$ cat config.mk
export PLATFORM = sky130hd
export DESIGN_NAME = timer_cmp
export DESIGN_NICKNAME = d
export VERILOG_FILES = /design/src/rtl/timer_cmp.sv
export SDC_FILE = /design/constraint.sdc
export NUM_CORES = 1
export LEC_CHECK = 0
export BUFFER_PORTS_ARGS = -buffer_cell sky130_fd_sc_hd__buf_2
export CAP_MARGIN = 20
export CORE_MARGIN = 2
export CORE_UTILIZATION = 51
export CTS_CLUSTER_SIZE = 40
export DETAILED_ROUTE_END_ITERATION = 6
export GPL_TIMING_DRIVEN = 1
export HOLD_SLACK_MARGIN = 0.02
export PLACE_DENSITY = 0.82
export SYNTH_ARGS = -nofsm -noshare
export SYNTH_HDL_FRONTEND = slang
export SYNTH_SLANG_ARGS = --single-unit
$ cat constraint.sdc
create_clock -name clk_bus -period 1.9 [get_ports clk_bus]
set_input_delay 0.285 -clock clk_bus [delete_from_list [all_inputs] [get_ports clk_bus]]
set_output_delay 0.285 -clock clk_bus [all_outputs]
set_load 0.1 [all_outputs]
$ cat src/rtl/timer_cmp.sv
// timer_cmp: bus-writable compare timer with level interrupt.
// COUNT advances on every tick; a tick while COUNT==COMPARE sets the pending
// flag, and optionally reloads COUNT to zero. irq = pending & ie.
// Optional prescaler: define TIMER_CMP_PRESCALER_EN to build the 16-bit
// divider and the PRESCALE register at offset 0x10.
module timer_cmp #(
  parameter int unsigned WIDTH = 32
) (
  input  logic        clk_bus,
  input  logic        rst_n,
  output logic [31:0] bus_data_o,
  input  logic [7:0]  bus_address,
  input  logic [31:0] bus_data_i,
  input  logic        bus_read,
  input  logic        bus_write,
  output logic        irq
);

  typedef enum logic [2:0] {
    REG_COUNT    = 3'd0,
    REG_COMPARE  = 3'd1,
    REG_CTRL     = 3'd2,
    REG_STATUS   = 3'd3,
    REG_PRESCALE = 3'd4
  } reg_e;

  logic [WIDTH-1:0] count_q, count_d;
  logic [WIDTH-1:0] compare_q, compare_d;
  logic             en_q, en_d;
  logic             ar_q, ar_d;
  logic             ie_q, ie_d;
  logic             pending_q, pending_d;

  logic             addr_ok;
  logic [2:0]       reg_sel;
  logic [WIDTH-1:0] wdata;
  logic             wr_count, wr_compare, wr_ctrl, wr_status;
  logic             tick, match;
  logic [31:0]      rdata;
  logic             unused_bits;

  assign addr_ok    = (bus_address[7:5] == 3'd0);
  assign reg_sel    = bus_address[4:2];
  assign wdata      = bus_data_i[WIDTH-1:0];
  assign wr_count   = bus_write && addr_ok && (reg_sel == REG_COUNT);
  assign wr_compare = bus_write && addr_ok && (reg_sel == REG_COMPARE);
  assign wr_ctrl    = bus_write && addr_ok && (reg_sel == REG_CTRL);
  assign wr_status  = bus_write && addr_ok && (reg_sel == REG_STATUS);
  assign unused_bits = ^{bus_address[1:0], bus_data_i};

`ifdef TIMER_CMP_PRESCALER_EN
  logic        wr_prescale;
  logic [15:0] presc_q, presc_d;
  logic [15:0] div_q, div_d;

  assign wr_prescale = bus_write && addr_ok && (reg_sel == REG_PRESCALE);
  assign tick        = en_q && (div_q == presc_q);

  // Divider counts enabled cycles; restarts on expiry or any COUNT/PRESCALE write
  always_comb begin
    presc_d = presc_q;
    div_d   = div_q;
    if (wr_prescale) presc_d = bus_data_i[15:0];
    if (wr_prescale || wr_count) begin
      div_d = '0;
    end else if (en_q) begin
      div_d = (div_q == presc_q) ? '0 : div_q + 16'd1;
    end
  end

  // Prescaler state register
  always_ff @(posedge clk_bus or negedge rst_n) begin
    if (!rst_n) begin
      presc_q <= '0;
      div_q   <= '0;
    end else begin
      presc_q <= presc_d;
      div_q   <= div_d;
    end
  end
`else
  assign tick = en_q;
`endif

  // A COUNT write suppresses the match for its cycle
  assign match = tick && !wr_count && (count_q == compare_q);

  // Next-state for counter, compare, control and pending flag
  always_comb begin
    count_d   = count_q;
    compare_d = compare_q;
    en_d      = en_q;
    ar_d      = ar_q;
    ie_d      = ie_q;
    pending_d = pending_q;

    if (wr_count) begin
      count_d = wdata;
    end else if (tick) begin
      count_d = (match && ar_q) ? '0 : count_q + WIDTH'(1);
    end

    if (wr_compare) compare_d = wdata;

    if (wr_ctrl) begin
      en_d = bus_data_i[0];
      ar_d = bus_data_i[1];
      ie_d = bus_data_i[2];
    end

    // set beats write-1-clear
    if (match) begin
      pending_d = 1'b1;
    end else if (wr_status && bus_data_i[0]) begin
      pending_d = 1'b0;
    end
  end

  // Register state
  always_ff @(posedge clk_bus or negedge rst_n) begin
    if (!rst_n) begin
      count_q   <= '0;
      compare_q <= '1;
      en_q      <= 1'b0;
      ar_q      <= 1'b0;
      ie_q      <= 1'b0;
      pending_q <= 1'b0;
    end else begin
      count_q   <= count_d;
      compare_q <= compare_d;
      en_q      <= en_d;
      ar_q      <= ar_d;
      ie_q      <= ie_d;
      pending_q <= pending_d;
    end
  end

  // Combinational read mux, zero-extended, gated by bus_read
  always_comb begin
    rdata = '0;
    if (bus_read && addr_ok) begin
      case (reg_sel)
        REG_COUNT:   rdata[WIDTH-1:0] = count_q;
        REG_COMPARE: rdata[WIDTH-1:0] = compare_q;
        REG_CTRL:    rdata[2:0]       = {ie_q, ar_q, en_q};
        REG_STATUS:  rdata[0]         = pending_q;
`ifdef TIMER_CMP_PRESCALER_EN
        REG_PRESCALE: rdata[15:0]     = presc_q;
`endif
        default:     rdata = '0;
      endcase
    end
  end

  assign bus_data_o = rdata;
  assign irq        = pending_q && ie_q;

endmodule

==> impl_metrics.json <==
{
  "synth-compound-area-share": 0.1625,
  "cts-root-buf": "clkbuf_8",
  "track_usage": 0.3518,
  "drtPass1Iterations": 7,
  "period_share": 1.250,
  "dr.first_iter.drc_count": 951,
  "crit_chain": "xnor2_1 -> nand4_1 -> nor4_4 -> a311o_1 -> buf_6 -> nand3b_1 -> nand3_1",
  "antenna_found_initial": 0,
  "drv_cap": 0,
  "synth_cell_type_count": 53,
  "slew_headroom": 0.5753,
  "violations": "DRC, setup timing",
  "clk_latency_ps": 380,
  "synth.ff_latch_count": 68,
  "cp.arrival_ps": 2610,
  "cp_slowest_cell": "dfstp_2",
  "hold_class": "in -> reg",
  "final_hold_viol_count": 0,
  "cts_made_buffers": 9,
  "grt_max_degree": 69,
  "setup-tns-final_ps": -12010,
  "nets": 671,
  "clock_sinks": 68,
  "worstMarginPinSlew_ps": 634.7,
  "max_freq_mhz": 421.1,
  "ctsHtreeMaxLevel": 3,
  "cp.required_ps": 2130,
  "die_h_um": 97.34,
  "first_global_vias": 4947,
  "critPathCaptureType": "flop",
  "outcome": "finished, violations left",
  "vdd_ir_drop_max_v": 0.0005345,
  "num_io_pins": 77,
  "coreArea_um2": 8593,
  "drc": 22,
  "cp-start-kind": "flop",
  "die_area_um2": 9474,
  "synth_top_family_by_area": "simple AND/OR/NAND/NOR gates",
  "synth-edff-count": 0,
  "crit_fanout": 5,
  "p_leak_nw": 2.740,
  "vias": 5245,
  "finalSetupViolations": 36,
  "placed_cells": 715,
  "clk_pin_slew_ps": 90,
  "slowest_delay_ps": 550,
  "synth_adder_area_share": 0.002816,
  "final_cells": 739,
  "area_delta_synth_final_pct": 54.72,
  "rsz0062_at_grt": "true",
  "yosysWarnings": 0,
  "p_per_area_nw_per_um2": 946.3,
  "rows": 34,
  "synth_mux_area_frac": 0.09293,
  "dpl_cell_area_um2": 6304,
  "path_class": "reg -> reg",
  "nFillCells": 419,
  "diodes": 0,
  "final_util": 0.7999,
  "syn_avg_cell_area_um2": 9.256,
  "critPathBufInv": 1,
  "netlist_area_um2": 4443,
  "fin_crit_ps": 2375,
  "hold_ws_ps": 159.7,
  "synthesis.nets": 525,
  "antenna_left": 0,
  "grt_overflow_total": 0,
  "seq_area_frac_synth": 0.3920,
  "synth_cells": 480,
  "synth_xor_area_frac": 0.1005,
  "post_drt_wl_per_cell_um": 25.80,
  "io_buffers": 74,
  "drive_above_1_share": 0.5499,
  "initial_core_util": 0.5170,
  "synthFlopType": "dfrtp_1",
  "cts_buffer_depth": 2,
  "crit_family": "simple AND/OR/NAND/NOR gates",
  "via_per_inst": 7.097,
  "final_cell_area_um2": 6874,
  "drt-total-wl_um": 19070,
  "place_congestion": 0.9218,
  "slew_viol_final": 0,
  "place_hpwl_um": 10600,
  "die_w_um": 97.34,
  "yosys.area_share.simple": 0.1937,
  "fin_ws_ps": -474.9,
  "cts_tree": "yes",
  "clock-skew-final_ps": 17.01,
  "postSynth.asyncResetShare": 1.000,
  "grt_first_pass_wirelength_um": 26110
}
-- routing by layer --
metal | share of wire | wire length, um | global-route usage | vias up
li1 | - | - | - | 2036
met1 | 0.34 | 6486 | 0.4300 | 2486
met2 | 0.47 | 8888 | 0.5620 | 546
met3 | 0.12 | 2282 | 0.07194 | 177
met4 | 0.074 | 1411 | 0.2361 | 0
met5 | 0 | 0 | 0 | -
-- state kept, by name, summed over array words and instances (netlist names) --
signal	count
compare_q	32
count_q	32
ar_q	1
en_q	1
ie_q	1
pending_q	1
-- timing repair --
item | in CTS | in global routing
gates cloned | 0 | 1
endpoints found under the hold margin | 36 | 0
resized for setup | 11 | 55
buffers inserted | 6 | 4
pin swaps | 11 | 19
hold buffers | 1 | 0
endpoints found under the setup margin | 34 | 42
-- cells by family after synthesis --
kind of cell               Yosys count
DFF                                 68
and+or+nand+nor                    170
buffers and inverters               47
muxes                               37
AOI/OAI and AO/OA                  106
xor gates and xnor gates            51
adders and majority gates            1
-- worst paths after layout --
path / startpoint / endpoint / slack (ps) / depth (start not counted)
worst max-delay path: compare_q[4] / count_q[8] / -470 / 7
worst min-delay path: bus_data_i[4] / compare_q[4] / 160 / 2
worst max register to register: compare_q[4] / count_q[8] / -470 / 7
worst min register to register: pending_q / pending_q / 550 / 1
max in group asynchronous: rst_n / compare_q[26] / 1090 / 3
min in group asynchronous: rst_n / count_q[5] / 440 / 3
-- layout make-up --
class	instances	area, um^2	share of cell area
clock buffer	12	145.1	0.02111
clock inverter	4	72.57	0.01056
inverter	1	3.754	0.0005461
multi-input combinational	365	3009	0.4378
sequential	68	1742	0.2534
tap	108	135.1	0.01966
timing repair buffer	181	1767	0.2570
-- power by group --
group	switching [mW]	total, mW	internal [mW]
combinational	1.61	2.95	1.33
clock	0.640	1.42	0.775
sequential	0.300	2.14	1.84
-- cell usage after synthesis, types with 4 or more instances --
cell type,instances,area (um^2)
a211oi_1,5,37.54
a21oi_1,20,100.1
a22oi_1,34,255.2
and2_1,6,37.54
and3_1,7,43.79
buf_1,4,15.01
buf_2,17,85.08
buf_4,7,52.55
clkbuf_1,15,56.30
dfrtp_1,36,900.9
dfstp_2,32,840.8
mux2_2,34,382.9
nand2_1,26,97.59
nand3_1,17,85.08
nand4_1,18,112.6
nor2_1,63,236.5
nor3_1,10,50.05
o21ai_0,10,50.05
o21ai_1,4,20.02
o22ai_1,10,62.56
xnor2_1,41,359.1
xor2_1,10,87.58
-- metrics by stage --
stage | worst slack [ps] | power [mW]
floorplan | -66.94 | 3.518
global placement | -183.3 | 4.340
detailed placement | -293.4 | 4.504
CTS | -234.6 | 6.008
global route | -494.8 | 6.678
finish | -474.9 | 6.505
-- cells in the final DEF (no fill, tap or decap), types with 10 or more instances in the layout --
master / instances
clkbuf_8: 10
buf_2: 43
nand4_1: 18
nand2_1: 25
a21oi_1: 16
dfstp_2: 32
buf_4: 90
xnor2_1: 34
nand3_1: 16
buf_12: 38
dfrtp_1: 36
a22oi_1: 32
nor2_1: 33
nor2_4: 30
mux2_2: 34
(Power assumes the default switching activity.)
